$ cat src/rtl/sqr_build_if.sv
// rtl/sqr_build_if.sv - start/operand/result bundle for the shift-add squarer
interface sqr_build_if #(
  parameter int WIDTH = 16
);
  logic               init;
  logic [WIDTH-1:0]   op_A;
  logic [WIDTH-1:0]   op_B;
  logic               done;
  logic [2*WIDTH-1:0] result;

  modport master (output init, output op_A, output op_B, input  done, input  result);
  modport slave  (input  init, input  op_A, input  op_B, output done, output result);
endinterface

$ cat src/rtl/sqr_build.sv
// rtl/sqr_build.sv - rebuilds a radicand as op_A*op_A (+ op_B when SQR_BUILD_REM_EN
// is defined) with a fixed-latency shift-add multiplier FSM.
module sqr_build #(
  parameter int WIDTH = 16
) (
  input  logic        clk,
  input  logic        reset,
  sqr_build_if.slave  bus
);
  localparam int CW = $clog2(WIDTH + 1);

  typedef enum logic [1:0] {
    START     = 2'd0,
    ADD_SHIFT = 2'd1,
    CHECK_Z   = 2'd2,
    END1      = 2'd3
  } state_t;

  state_t               r_state;
  logic [2*WIDTH-1:0]   r_m;
  logic [2*WIDTH-1:0]   r_acc;
  logic [2*WIDTH-1:0]   r_result;
  logic [WIDTH-1:0]     r_q;
  logic [CW-1:0]        r_count;
  logic                 r_done;
  logic [2*WIDTH-1:0]   w_acc_init;

`ifdef SQR_BUILD_REM_EN
  assign w_acc_init = {{WIDTH{1'b0}}, bus.op_B};
`else
  assign w_acc_init = '0;
`endif

  assign bus.done   = r_done;
  assign bus.result = r_result;

  always_ff @(posedge clk or negedge reset) begin
    if (!reset) begin
      r_state  <= START;
      r_m      <= '0;
      r_acc    <= '0;
      r_q      <= '0;
      r_count  <= '0;
      r_done   <= 1'b0;
      r_result <= '0;
    end else begin
      case (r_state)
        START: begin
          r_done   <= 1'b0;
          r_result <= '0;
          if (bus.init) begin
            r_m     <= {{WIDTH{1'b0}}, bus.op_A};
            r_q     <= bus.op_A;
            r_acc   <= w_acc_init;
            r_count <= CW'(WIDTH);
            r_state <= ADD_SHIFT;
          end
        end
        ADD_SHIFT: begin
          if (r_q[0]) r_acc <= r_acc + r_m;
          r_m     <= r_m << 1;
          r_q     <= r_q >> 1;
          r_count <= r_count - 1'b1;
          r_state <= CHECK_Z;
        end
        CHECK_Z: begin
          r_state <= (r_count == '0) ? END1 : ADD_SHIFT;
        end
        END1: begin
          // First END1 edge always publishes, so a one-cycle init pulse still sees done.
          if (!r_done) begin
            r_done   <= 1'b1;
            r_result <= r_acc;
          end else if (!bus.init) begin
            r_done   <= 1'b0;
            r_result <= '0;
            r_state  <= START;
          end
        end
        default: r_state <= START;
      endcase
    end
  end
endmodule

$ cat src/flat_wrapper.sv
// flat-port wrapper written by rule: the top's interface ports become plain ports
module sqr_build_flat 
#(
  parameter int WIDTH = 16
)
  (clk, reset, bus_init, bus_op_A, bus_op_B, bus_done, bus_result);
  sqr_build_if #(.WIDTH(WIDTH)) bus_i ();
  input  logic clk;
  input  logic reset;
  input wire logic [$bits(bus_i.init)-1:0] bus_init;
  input wire logic [$bits(bus_i.op_A)-1:0] bus_op_A;
  input wire logic [$bits(bus_i.op_B)-1:0] bus_op_B;
  output wire logic [$bits(bus_i.done)-1:0] bus_done;
  output wire logic [$bits(bus_i.result)-1:0] bus_result;
  assign bus_i.init = bus_init;
  assign bus_i.op_A = bus_op_A;
  assign bus_i.op_B = bus_op_B;
  assign bus_done = bus_i.done;
  assign bus_result = bus_i.result;
  sqr_build #(.WIDTH(WIDTH)) u_core (.clk(clk), .reset(reset), .bus(bus_i));
endmodule
$ cat config.mk
export PLATFORM = sky130hd
export DESIGN_NAME = sqr_build_flat
export DESIGN_NICKNAME = d
export VERILOG_FILES = /design/src/rtl/sqr_build_if.sv /design/src/rtl/sqr_build.sv /design/src/flat_wrapper.sv
export SDC_FILE = /design/constraint.sdc
export NUM_CORES = 1
export LEC_CHECK = 0
export CAP_MARGIN = 20
export CORE_MARGIN = 2
export CORE_UTILIZATION = 25
export CTS_CLUSTER_DIAMETER = 40
export DETAILED_ROUTE_END_ITERATION = 16
export PLACE_DENSITY = 0.44
export SETUP_SLACK_MARGIN = 0.5
export SLEW_MARGIN = 20
export SYNTH_ARGS = -nofsm -noshare
export SYNTH_HDL_FRONTEND = slang
export SYNTH_SLANG_ARGS = --single-unit
$ cat constraint.sdc
create_clock -name clk -period 5.3 [get_ports clk]
set_clock_uncertainty 0.2 [all_clocks]
set_input_delay 1.06 -clock clk [delete_from_list [all_inputs] [get_ports clk]]
set_output_delay 1.06 -clock clk [all_outputs]
set_load 0.03 [all_outputs]
---- After elaboration in Yosys (flattened, before gate mapping) ----
Cells that the tools add are included.
storage, ports and cells
  flip-flop bits (word level) ............. 120
  input bits .............................. 35
  logic and storage cells ................. 45
cells by class
  multiplexer cells ....................... 20
  add/sub/neg operators ................... 2
  equality and inequality tests ........... 8
  reductions and logical operators ........ 8
operators with widths
  kind                   number
  $pmux W32 S2           3
  $mux W32               5
  $add A32 B32 Y32       1
  $pmux W16 S2           1
  $mux W16               1
  $pmux W5 S2            1
  $mux W2                4
  $pmux W2 S4            1
  $reduce_and A3 Y1      2
  $logic_not A5 Y1       1
  $mux W5                1
  $sub A5 B1 Y5 const B  1
  $eq A2 B2 Y1 const B   2
  $ne A2 B1 Y1 const B   2
  $ne A2 B2 Y1 const B   2
  $reduce_and A2 Y1      2
  $reduce_bool A2 Y1     2
  $ne A3 B3 Y1 const B   1
  $eq A2 B1 Y1 const B   1
  $logic_not A2 Y1       1
  $mux W1                2
  $pmux W1 S2            1

---- Logic depth before layout (Yosys ltp) ----
Gate-level depths: netlist of run 1.
  word-level depth ........................ 3
  depth in mapped cells ................... 12
  depth with buffers taken out ............ 12

---- Least setup slack after synthesis of run 1 ----
No wires, ideal clock.
  kind .................................... reg-to-reg
  start ................................... register u_core.r_acc[0]
  end ..................................... register u_core.r_acc[30]
  setup slack ............................. 2.484 ns
  buffers on the path ..................... 0
  data arrival time ....................... 2.486 ns
  cell stages (with the launch flop) ...... 13
  period minus slack after synthesis ...... 2.816 ns
  data required time ...................... 4.970 ns
  library setup time ...................... 0.130 ns
  cells stage by stage .................... dfrtp_1 ha_1 inv_1 fa_1 nor2b_4 o31a_4 o31ai_4 o221ai_4 a41o_4 a311oi_4 o41ai_2 xnor2_1 o21ai_1
between the ends
  longest elaborated chain between the ends .. 3
RTL lines
  what                    RTL line         RTL
  from (decl)             sqr_build.sv:21  logic [2*WIDTH-1:0] r_acc;
  from (signal assigned)  sqr_build.sv:54  r_acc <= w_acc_init;
  from (signal assigned)  sqr_build.sv:60  if (r_q[0]) r_acc <= r_acc + r_m;
  $add A32 B32 Y32        sqr_build.sv:60
  $mux W32                sqr_build.sv:60
  $pmux W32 S2            sqr_build.sv:47  case (r_state)
No other way between the ends. The select of a mux whose other input is x is not followed.
A chain may end at the register's enable or synchronous reset.

---- Final worst setup path of run 1 ----
  start ................................... register u_core.r_state[1]
  end ..................................... register u_core.r_acc[31]
between the ends
  longest elaborated chain between the ends .. 3
RTL lines
  what                                                     RTL line         RTL
  from (decl)                                              sqr_build.sv:19  state_t r_state;
  from (signal assigned)                                   sqr_build.sv:67  r_state <= (r_count == '0) ? END1 : ADD_SHIFT;
  $eq A2 B1 Y1 / $logic_not A2 Y1 (equally long branches)  sqr_build.sv:47
  $ne A2 B1 Y1 (no line) (tied with other cells)           --
  $reduce_and A3 Y1 (no line)                              --
Parallel ways exist; a longest one is shown, timed or not.

==> run summary, run 1 <==
The run finished with clean final reports. The total wirelength of the detailed-routed design came out at 15990 um. The number of buffers and inverters on the critical path is 4. The fraction of final layout cells with drive strength greater than 1 came out at 6.684%.

The count of warnings emitted by yosys is 0. The end point of the critical path is u_core.r_acc[31]$_DFFE_PN0P_. The type of the tightest min-delay check is reg2reg. The number of levels the H-tree was split into is 4. The final-report max-slew violation count is 0. The global placement routability congestion is 0.7611. The worst register-to-register path ends at u_core.r_acc[31]$_DFFE_PN0P_. The starting density of the core is 25.56%.

The fmax came out at 300.7 MHz. The height of the die came out at 164.7 um. The detailed route wirelength on metal2 is 7464 um. The total global routing overflow came out at 0. The root buffer cell chosen for the clock tree is clkbuf_16. The area added between synthesis and finish is 21.32%. The total die area came out at 27130 um2. The register-to-register setup slack is 1.97 ns. The first global-routing pass estimated 26550 um of wire.

The routed length on met1 came out at 7959 um. Synthesis instantiated 56 different standard cells from the library. In this run, post-CTS repair resized a total of 0 instances. The final HPWL from detailed placement came out at 10990 um. The cell depth of the worst flop-to-flop path came out at 9. Fill cells in the final layout number 2710. The kind of start point of the critical path is a flop.

Across all setup checks in the final design, the least slack found is 1.974 ns. The power density of the placed cells is 559.8 nW/um2. The register area share after synthesis came out at 46.51%. The via count of the first global-routing pass is 4993.

The antenna diode count came out at 0. For this run, the total global-route usage over all layers was measured as 12.50%. Once detail routing completed, the nets flagged for antenna violations numbered 0. The slowest cell on the critical path is o21ai_0. The number of detailed-routing iterations run before antenna repair is 4. The setup path with the least slack is of type reg2reg. Detailed routing placed a total of 427 um of wire on met3. The number of remaining DRC errors came out at 0.

The net count reported at finish came out at 809. The buffers inserted during post-CTS setup optimization came out at 0. Synthesis produced a netlist with a net count of 768.

The number of stages on the worst setup path came out at 9. The maximum ir drop on the vdd rail is 0.2284 mV. The total area of multi-input combinational cells came out at 3289 um2. The highest metal layer carrying signal wires in the routed design is met4. Setup repair after global routing left no endpoint under its margin. The number of failing hold endpoints at the final stage came to 0.

The critical path starts at u_core.r_state[1]$_DFFE_PN0P_. The finished cells cover 7833 um2. The most used flip-flop cell after synthesis is dfrtp_1. After layout, the worst path uses 62.75% of the clock period. The initial antenna violation count came out at 0. Summing all flip-flop and latch instances after layout gives 3003 um2. Along the worst hold path, the cell count comes to 2. Counting flops and latches in the post-synthesis netlist gives 120. The area after detailed placement came out at 7320 um2. The data required time of the worst path came out at 5.40 ns.

The placeable core area came out at 25250 um2. The clock tree buffer depth is 2. The max-capacitance violation count is 0.

For the final routed database, the setup TNS stands at 0 ns. The placement-stage worst setup slack is 1.825 ns. The count of endpoints failing setup in the final report is 0. The largest fanout on the critical path is 48. In this run the critical register-to-register path is launched from u_core.r_state[1]$_DFFE_PN0P_. The cell count after synthesis is 696. The leakage power is 3.455 nW. The number of hold buffers added after CTS is 0.

The largest incremental delay on the critical path is 0.61 ns. The headroom to the max-slew limit came out at 29.72%. Entering global routing, the biggest net connects 76 pins. The final critical delay including setup and external delays came out at 3.326 ns. Among cell families on the critical path, the largest total delay comes from buffers and inverters. The number of DRC markers in iteration 0 came out at 255. The number of clock buffers added by TritonCTS is 17.

After detailed routing, the average wire length per cell comes to 14.83 um. At the pin with the least slew margin, the transition time is 1.054 ns. TritonCTS built the clock tree. The worst setup path is captured at a flop. The clock-pin slew of the registers on the worst-case setup and hold paths is 0.06 ns. The total number of vias is 5024. The die extent in x came out at 164.7 um. The critical path goes through inv_1 > ha_1 > buf_4 > clkinv_1 > o21ai_0 > o21ai_2 > buf_4 > and2_1 > a311o_1. STA puts the critical path data arrival time at 3.42 ns. The number of primary I/O pins came out at 68.

The async set-or-reset flop fraction in the synthesized netlist came out at 100.0%. The via-per-instance ratio came out at 4.660. By instance count, the cell type seen most on the critical path is buf_4. Input and output buffers added on the ports amount to 51. Counting every sink on the clock net gives 120. The post-synthesis instance area came out at 6456 um2. The source-to-sink clock delay at the later pin of the worst-skew pair is 0.42 ns. The cell row count came out at 58. The number of flops mapped to enable cells by yosys is 0. The mean area per synthesized cell is 9.276 um2.
## cells in the final DEF (no fill, tap or decap), drive strengths merged, types with 8 or more instances in the layout
cell,instances
a21o,17
a21oi,64
a22o,20
buf,8
clkbuf,26
clkdlybuf4s50,50
dfrtp,120
ha,36
inv,10
nand2,145
nor2,12
nor2b,18
o21ai,105
xnor2,10
xor2,12
## through the flow
stage | cells | utilization (%) | hold slack, ns | power (mW)
6_report | 1078 | 31.01 | 0.2741 | 4.384
5_1_grt | 1078 | 31.01 | 0.2962 | 4.758
4_1_cts | 1078 | 31.00 | 0.2833 | 4.466
3_5_place_dp | 1048 | 28.98 | 0.2699 | 3.419
3_3_place_gp | 1048 | 28.98 | 0.2624 | 3.413
2_1_floorplan | 696 | - | 0.2501 | 2.845
## layout make-up
| cell class | instances | area share (%) |
|---|---|---|
| Multi-Input combinational cell | 529 | 42.00 |
| Sequential cell | 120 | 38.34 |
| Timing Repair Buffer | 58 | 7.364 |
| Clock buffer | 26 | 6.246 |
| Tap cell | 330 | 5.272 |
| Inverter | 11 | 0.5272 |
| Clock inverter | 4 | 0.2556 |
## how the worst min path moves through the flow
stage                                                    to                              start
final                     u_core.bus.result[23]$_DFFE_PN0P_  u_core.bus.result[23]$_DFFE_PN0P_
after CTS                  u_core.bus.result[7]$_DFFE_PN0P_   u_core.bus.result[7]$_DFFE_PN0P_
after global routing      u_core.bus.result[23]$_DFFE_PN0P_  u_core.bus.result[23]$_DFFE_PN0P_
after detailed placement   u_core.bus.result[7]$_DFFE_PN0P_   u_core.bus.result[7]$_DFFE_PN0P_
after global placement    u_core.bus.result[20]$_DFFE_PN0P_  u_core.bus.result[20]$_DFFE_PN0P_
after floorplan                  u_core.r_q[10]$_DFFE_PN0P_         u_core.r_q[10]$_DFFE_PN0P_
## kinds of logic after synthesis
group | Yosys count | synth area share, %
AND/OR/NAND/NOR | 214 | 15.00
multiplexers | 1 | 0.1550
adder cells (fa/ha/maj) | 37 | 7.287
buffers and inverters | 47 | 2.733
flip-flops | 120 | 46.51
AO/OA/AOI/OAI | 255 | 25.33
XOR/XNOR | 22 | 2.984
## synthesized netlist by cell type (all sizes together), types with 2 or more instances
cell     count  area [um2]
nor3b        2       15.01
and2         5       31.28
nor2        12       45.04
o31ai        7       66.31
o21bai       3       22.52
xor2        12       105.1
o21ai      105       525.5
a21oi       64       320.3
a21o        17       127.6
o22ai        5       31.28
and3         7       43.79
nand3        6       30.03
a31o         3       26.28
a31oi        3       18.77
nor4b        2       17.52
dfrtp      120        3003
inv         10       37.54
clkbuf      33       123.9
nand3b       2       15.01
a22o        20       175.2
nor2b       18       120.1
nand2      145       544.3
o21a         5       37.54
a211o        3       26.28
a32o         2       20.02
xnor2       10       87.58
o211ai       2       15.01
a211oi       4       30.03
or3b         2       17.52
a2111oi      2       30.03
buf          3       11.26
o41ai        3       33.79
nand2b       4       25.02
nand4        3       18.77
ha          36       450.4
## worst register-to-register path, stage by stage, from the launching register on
cell      delay (ns)
dfrtp_1         0.43
inv_1           0.10
ha_1            0.14
buf_4           0.41
clkinv_1        0.44
o21ai_0         0.62
o21ai_2         0.10
buf_4           0.29
and2_1          0.23
a311o_1         0.27
## state kept, by name (all words and copies together), names as in the netlist
signal,cells
u_core.r_state,2
u_core.bus.done,1
u_core.bus.result,32
u_core.r_q,16
u_core.r_m,32
u_core.r_count,5
u_core.r_acc,32
## where the power goes
| part | switching (mW) | total (mW) | internal [mW] |
|---|---|---|---|
| Sequential | 0.228 | 1.43 | 1.20 |
| Combinational | 1.25 | 1.94 | 0.689 |
| Clock | 0.396 | 1.02 | 0.625 |
| Total | 1.87 | 4.38 | 2.51 |
## routing by layer
| layer | up-vias | track usage (%) |
|---|---|---|
| li1 | 2562 | - |
| met3 | 13 | 3.014 |
| met2 | 62 | 20.29 |
| met4 | 0 | 3.123 |
| met1 | 2387 | 16.77 |
| met5 | - | 0 |
Note: power is estimated with default switching activity, not from simulation.
==> inputs of run 2 (changes only) <==
==> constraint.sdc (replaced) <==
create_clock -name clk -period 3.1 [get_ports clk]
set_clock_uncertainty 0.2 [all_clocks]
set_input_delay 0.62 -clock clk [delete_from_list [all_inputs] [get_ports clk]]
set_output_delay 0.62 -clock clk [all_outputs]
set_load 0.03 [all_outputs]
==> run 2 against run 1 <==
  * The run now ends with hold timing left
  * Critical path depth up 3
  * Largest cell class unchanged
  * Hold slack worse by 0.28 ns
  * Die area unchanged
  * Cell area up 12%
  * Sequential share of layout area down 3.9 points
  * Sequential cell count unchanged
  * Clock power up 94%
==> run summary, run 2 (synthesis results as in run 1) <==
The flow ran to the end, but the final reports show violations. The checks that failed: hold timing. The max-capacitance violation count came to 0 (unchanged). TritonCTS built the clock tree. The total power consumption of the routed design is 8.639 mW (+97%).

The post-route setup TNS is 0 ns (unchanged). The clock tree buffer depth came out at 2 (unchanged). Clock tree synthesis selected as its root buffer the cell clkbuf_16. In the layout the commonest cells are 144 x nand2_1, 114 x dfrtp_1, 87 x o21ai_0, 52 x a21oi_1, 50 x clkdlybuf4s50_1.

The post-placement cell count is 1065 (+1.6%). The global placement routability congestion is 0.7877 (+3.5%). The endpoint type of the worst setup path is a flop. The antenna diode count came to 0 (unchanged). The number of failing hold endpoints at the final stage came to 2 (+2).

The fraction of final layout cells with drive strength greater than 1 is 19.77% (+13 points). The total die area came out at 27130 um2 (unchanged). The wire length of the first global-routing pass came to 28020 um (+5.5%). The clock sink count came to 120 (unchanged). The cell row count was 58 (unchanged). The starting density of the core is 25.56% (unchanged). The tightest min-delay check is of the in2async type. The number of hold buffers added after CTS came out at 0 (unchanged). The arrival time of data at the critical path endpoint came to 3.06 ns (-0.36 ns).

The sequential power share is 29.0% (-3.6 points). The via-per-instance ratio is 4.681 (+0.45%). The headroom to the max-slew limit is 46.45% (+17 points). The switching part of the total power is 41.73% (-0.94 points). The total wirelength of the detailed-routed design came out at 16880 um (+5.6%). The total global routing overflow came out at 0 (unchanged). The final worst hold slack came to -0.01012 ns (-0.2842 ns). The filler-free cell count of the finished design is 1124 (+4.3%). The final critical delay including setup and external delays came out at 2.956 ns (-0.3692 ns).

The largest fanout on the critical path came out at 3 (-94%). The placeable core area is 25250 um2 (unchanged). The clock-pin slew of the registers on the worst-case setup and hold paths was 0.06 ns (about the same).

Setup repair after global routing could not meet its margin everywhere. The all-layer global routing usage came to 13.26% (+0.75 points). The largest net degree at the start of global routing is 49 (-36%). The transition time of the tightest slew-check pin was 0.8031 ns (-0.2511 ns). The share of the core filled with cells in the final layout is 34.64% (+3.6 points). The internal portion of total power was 5.034 mW (+100%). The number of levels the H-tree was split into was 4 (unchanged). The kind of start point of the critical path is a flop.

The share of power burned in the clock network is 22.9% (-0.4 points). The number of buffers added on ports came out at 51 (unchanged). The most common library cell in the layout ignoring fill and taps is nand2_1. The leakage power was 3.745 nW (+8.4%). The final HPWL from detailed placement is 11690 um (+6.3%). The antenna violation net count after detailed routing is 0 (unchanged).

The data required time of the worst path is 3.20 ns (-2.20 ns). The source-to-sink clock delay at the later pin of the worst-skew pair is 0.42 ns (about the same). The number of remaining DRC errors came out at 0 (unchanged). The average wire per standard cell came out at 15.02 um (+1.2%). The count of endpoints failing setup in the final report came to 0 (unchanged).

The share of the cycle needed by the critical path after routing came out at 95.37% (+33 points). The final-report max-slew violation count was 0 (unchanged). The height of the die is 164.7 um (unchanged). The number of DRC markers in iteration 0 is 191 (-25%). The maximum ir drop on the vdd rail came out at 0.4201 mV (+84%).

The area added between synthesis and finish is 35.50%. The total CTS buffers came out at 17 (unchanged). The number of detailed-routing iterations run before antenna repair came to 5 (+1). The total number of vias is 5262 (+4.7%). The power density of the placed cells came out at 987.5 nW/um2 (+76%). The initial antenna violation count is 0 (unchanged). The share of total power in combinational logic is 48.0% (+3.9 points). The fmax is 338.3 MHz (+12%). The net count reported at finish came to 853 (+5.4%). The number of primary I/O pins is 68 (unchanged). The via count of the first global-routing pass came to 5290 (+5.9%). The count of fill cells added during filler insertion was 2608 (-3.8%). The die extent in x came out at 164.7 um (unchanged). The critical path in this run is classified as reg2reg. The switching power of the nets is 3.605 mW (+93%).
==> run 2: cell count changes in the layout (fill, tap and decap cells not counted), sizes merged <==
cell | previous run | this run
inv | 10 | 12
buf | 8 | 52
clkinvlp | 0 | 1
clkinv | 5 | 9
clkbuf | 26 | 19
bufinv | 0 | 2
==> run 2: area by class of cell <==
cell class	instances	area [um2]	area share, %
tap	330	412.9	4.720
clock inverter	13	147.6	1.688
timing repair buffer	102	975.9	11.16
inverter	11	41.29	0.4720
multi-input combinational	529	3717	42.49
sequential	120	3010	34.41
clock buffer	19	442.9	5.063
==> run 2: repair_timing <==
item,in CTS,in global routing
pin swaps,25,21
hold endpoints to repair,0,0
resized for setup,49,31
cloned,0,0
setup buffers,17,10
endpoints found under the setup margin,13,21
==> run 2: worst paths after layout <==
| path | startpoint | to | slack (ns) | cells past startpoint |
|---|---|---|---|---|
| worst max-delay path | u_core.r_m[0]$_DFFE_PN0P_ | u_core.r_acc[26]$_DFFE_PN0P_ | 0.14 | 12 |
| worst min-delay path | reset | u_core.r_q[7]$_DFFE_PN0P_ | -0.01 | 1 |
| worst max register to register | u_core.r_m[0]$_DFFE_PN0P_ | u_core.r_acc[26]$_DFFE_PN0P_ | 0.14 | 12 |
| worst min register to register | u_core.bus.result[19]$_DFFE_PN0P_ | u_core.bus.result[19]$_DFFE_PN0P_ | 0.27 | 2 |
| max in group asynchronous | reset | u_core.bus.result[11]$_DFFE_PN0P_ | 2.06 | 2 |
| min in group clk | u_core.bus.result[19]$_DFFE_PN0P_ | u_core.bus.result[19]$_DFFE_PN0P_ | 0.27 | 2 |
==> run 2: critical path, cell delays in order, from the launching register on <==
cell	delay [ns]
dfrtp_1	0.42
ha_4	0.18
inv_2	0.04
fa_2	0.21
nor2b_4	0.05
o31a_4	0.30
o31ai_4	0.23
o221ai_4	0.18
a41o_4	0.32
a311oi_4	0.31
o21bai_1	0.16
xnor2_1	0.18
o21ai_1	0.07
==> run 2: routing by layer <==
layer  vias up  share of wire [%]  track usage [%]
met2        60                 45            20.39
li1       2659                  -                -
met1      2527                 51            18.55
met3        16                2.5            2.838
met4         0                1.2            4.308
met5         -                  0                0
==> run 2: metrics by stage <==
stage	cell area, um2	worst slack [ns]	hold slack [ns]
finish	8748	0.1436	-0.01012
global route	8748	0.001045	0.03043
CTS	8524	0.1227	0.01562
detailed placement	7535	0.09792	0.2699
global placement	7535	0.09320	0.2596
floorplan	6499	0.3337	0.1244
==> run 2: power by group through the flow <==
stage	combinational (mW)	clock [mW]	sequential [mW]
2_1_floorplan	2.44	0	2.46
3_3_place_gp	3.61	0	2.47
3_5_place_dp	3.62	0	2.48
4_1_cts	3.98	2.04	2.50
5_1_grt	4.65	2.11	2.58
6_report	4.15	1.98	2.51
==> inputs of run 3 (changes only) <==
--- a/config.mk
+++ b/config.mk
@@ -16,3 +16,4 @@
 export SYNTH_ARGS = -nofsm -noshare
 export SYNTH_HDL_FRONTEND = slang
 export SYNTH_SLANG_ARGS = --single-unit
+export TNS_END_PERCENT = 1
==> run 3 against run 2 <==
  * The flow now finishes without violations
  * Non-clock buffer count decreased by 16
  * Critical endpoint is now u_core.r_acc[28]$_DFFE_PN0P_
  * Sequential share of layout area rose by 1.8 points
  * Register-to-register slack lost 0.098 ns
  * Routed wire length down 2.8%
  * Die area is the same
  * Maximum frequency fell by 3.2%
  * Largest power group unchanged
  * Sequential cell count is the same
  * Highest routed layer unchanged
  * Power is 4.2% lower
  * Final cell count decreased by 1.5%
  * Hold slack improved by 0.075 ns
==> run summary, run 3 (synthesis results as in run 1) <==
The clock-pin slew of the registers on the worst-case setup and hold paths came out at 0.06 ns (about the same). The wire length of the first global-routing pass came out at 27770 um (-0.91%). The source-to-sink clock delay at the later pin of the worst-skew pair is 0.42 ns (about the same). The critical path is of the reg2reg type.

The post-route setup TNS came out at 0 ns (unchanged). The fraction of final layout cells with drive strength greater than 1 came to 13.38% (-6.4 points). The net count reported at finish came out at 837 (-1.9%). The power density of the placed cells is 996.6 nW/um2 (+0.92%). The cell family contributing the most delay on the critical path is compound AO/OA/AOI/OAI gates. The final-report max-slew violation count is 0 (unchanged). The share of the cycle needed by the critical path after routing came out at 98.53% (+3.2 points).

Among the stages of the critical path, the cell type that occurs most often is o31ai_4. The leakage power was 3.656 nW (-2.4%). The share of total power in combinational logic is 44.6% (-3.4 points). Walking the worst path, the cells encountered are ha_2 > inv_2 > fa_2 > nor2b_4 > o31a_4 > o31ai_4 > o221ai_4 > a41oi_4 > o31ai_4 > a2111oi_4 > xor2_1 > o21ai_1. The count of fill cells added during filler insertion is 2661 (+2.0%).

The top cell types in the final layout, fill and taps aside, are 144 x nand2_1, 119 x dfrtp_1, 94 x o21ai_0, 58 x a21oi_1, 50 x clkdlybuf4s50_1. For this design, the slowest cell found on the critical path is dfrtp_1. The total number of vias is 5157 (-2.0%). The starting density of the core is 25.56% (unchanged). The register-to-register setup slack came out at 0.05 ns (-0.10 ns). The final HPWL from detailed placement is 11530 um (-1.3%). The cell row count is 58 (unchanged). The placeable core area was 25250 um2 (unchanged).

The via count of the first global-routing pass came out at 5339 (+0.93%). Setup repair after global routing could not meet its margin everywhere. The clock tree buffer depth was 2 (unchanged). The internal portion of total power was 4.913 mW (-2.4%). The all-layer global routing usage came out at 13.02% (-0.24 points).

The total CTS buffers is 17 (unchanged). The total die area is 27130 um2 (unchanged). The area after detailed placement came out at 7527 um2 (about the same).

The number of remaining DRC errors is 0 (unchanged). The max-capacitance violation count came to 0 (unchanged). The die extent in x is 164.7 um (unchanged).

Tracing the worst setup path back leads to its startpoint at u_core.r_acc[0]$_DFFE_PN0P_. The largest fanout on the critical path came out at 5 (+2). The root buffer cell is clkbuf_16. The average wire per standard cell came out at 14.82 um (-1.3%).

The number of buffers added on ports is 51 (unchanged). The data required time of the worst path came out at 3.20 ns (about the same). The headroom to the max-slew limit came out at 50.85% (+4.4 points). The height of the die came out at 164.7 um (unchanged). The number of buffer and inverter instances along the worst setup path came out at 1 (unchanged). The post-route worst setup slack is 0.04544 ns (-0.09819 ns). TritonCTS built the clock tree. The number of levels the H-tree was split into is 4 (unchanged). The cell depth of the worst flop-to-flop path was 12 (unchanged). The number of failing hold endpoints at the final stage came out at 0 (-2). The antenna violation net count after detailed routing came to 0 (unchanged). The transition time of the tightest slew-check pin came out at 0.7373 ns (-0.06582 ns). The initial antenna violation count came to 0 (unchanged). The sequential power share came out at 29.5% (+0.5 points).

The switching part of the total power was 40.65% (-1.1 points). The most common library cell in the layout ignoring fill and taps is nand2_1. The largest incremental delay on the critical path came out at 0.38 ns (-0.04 ns). The maximum ir drop on the vdd rail came out at 0.3819 mV (-9.1%).

The number of DRC markers in iteration 0 came out at 206 (+7.9%). The antenna diode count came out at 0 (unchanged). The final critical delay including setup and external delays is 3.055 ns (+0.09819 ns). The count of endpoints failing setup in the final report came out at 0 (unchanged). The placement-stage worst setup slack came out at -0.004410 ns (-0.1023 ns). The worst setup path is launched from a flop. The fmax was 327.4 MHz (-3.2%). The via-per-instance ratio is 4.659 (-0.49%). STA classifies the critical path endpoint as a flop.

The area added between synthesis and finish is 28.66%. The endpoint of the worst-slack reg-to-reg timing path is u_core.r_acc[28]$_DFFE_PN0P_. The share of power burned in the clock network came out at 25.8% (+2.9 points). The total global routing overflow came out at 0 (unchanged).

The path class of the tightest hold or removal check is in2async. The clock sink count came out at 120 (unchanged). The arrival time of data at the critical path endpoint is 3.16 ns (+0.10 ns). In this run the critical register-to-register path is launched from u_core.r_acc[0]$_DFFE_PN0P_. The number of primary I/O pins is 68 (unchanged).

The number of detailed-routing iterations run before antenna repair is 4 (-1). The flow ran to the end, and the final reports show no timing, DRC or antenna violations. The global placement routability congestion was 0.7868 (-0.11%). The post-route cell area came to 8307 um2 (-5.0%). The largest net degree at the start of global routing is 65 (+33%). The switching power of the nets came out at 3.366 mW (-6.6%).

The total power consumption of the routed design came out at 8.278 mW (-4.2%). The total wirelength of the detailed-routed design came out at 16400 um (-2.8%).
==> run 3: worst max-delay path by stage <==
stage                                         endpoint  slack [ns]  cells past startpoint
after detailed placement  u_core.r_acc[28]$_DFFE_PN0P_      -0.004                     12
after floorplan           u_core.r_acc[30]$_DFFE_PN0P_        0.28                     12
after global placement    u_core.r_acc[24]$_DFFE_PN0P_       -0.03                     12
after CTS                 u_core.r_acc[28]$_DFFE_PN0P_        0.04                     12
final                     u_core.r_acc[28]$_DFFE_PN0P_        0.05                     12
after global routing      u_core.r_acc[28]$_DFFE_PN0P_       -0.06                     12
==> run 3: layer usage <==
metal  wire length (um)  vias to the layer above  share of wire, %  track usage (%)
li1                   -                     2620                 -                -
met1               8167                     2464                50            17.48
met2               7675                       66                47            21.30
met3                476                        7               2.9            3.089
met4                 84                        0              0.51            2.925
met5                  0                        -                 0                0
==> run 3: metrics by stage <==
stage	hold slack (ns)	instances	utilization, %
2_1_floorplan	0.1244	696	-
3_3_place_gp	0.2648	1073	29.81
3_5_place_dp	0.2698	1073	29.81
4_1_cts	0.1055	1104	32.32
5_1_grt	0.1310	1107	32.89
6_report	0.06524	1107	32.89
==> run 3: cell type report <==
class	count	area (um2)	share of cell area (%)
clock inverter	8	142.6	1.717
sequential	120	3004	36.17
multi-input combinational	529	3410	41.05
tap	330	412.9	4.971
clock buffer	23	488.0	5.874
timing repair buffer	86	808.3	9.730
inverter	11	41.29	0.4971
==> run 3: power by group through the flow <==
stage	sequential, mW	combinational, mW	clock (mW)
2_1_floorplan	2.46	2.41	0
3_3_place_gp	2.47	3.62	0
3_5_place_dp	2.47	3.63	0
4_1_cts	2.45	3.64	2.19
5_1_grt	2.52	4.18	2.27
6_report	2.45	3.69	2.14
==> run 3: what timing repair did <==
item / CTS / global route
setup buffers: 0 / 3
pin swaps: 1 / 17
endpoints found under the setup margin: 17 / 22
resized for setup: 1 / 27
hold buffers: 0 / 0
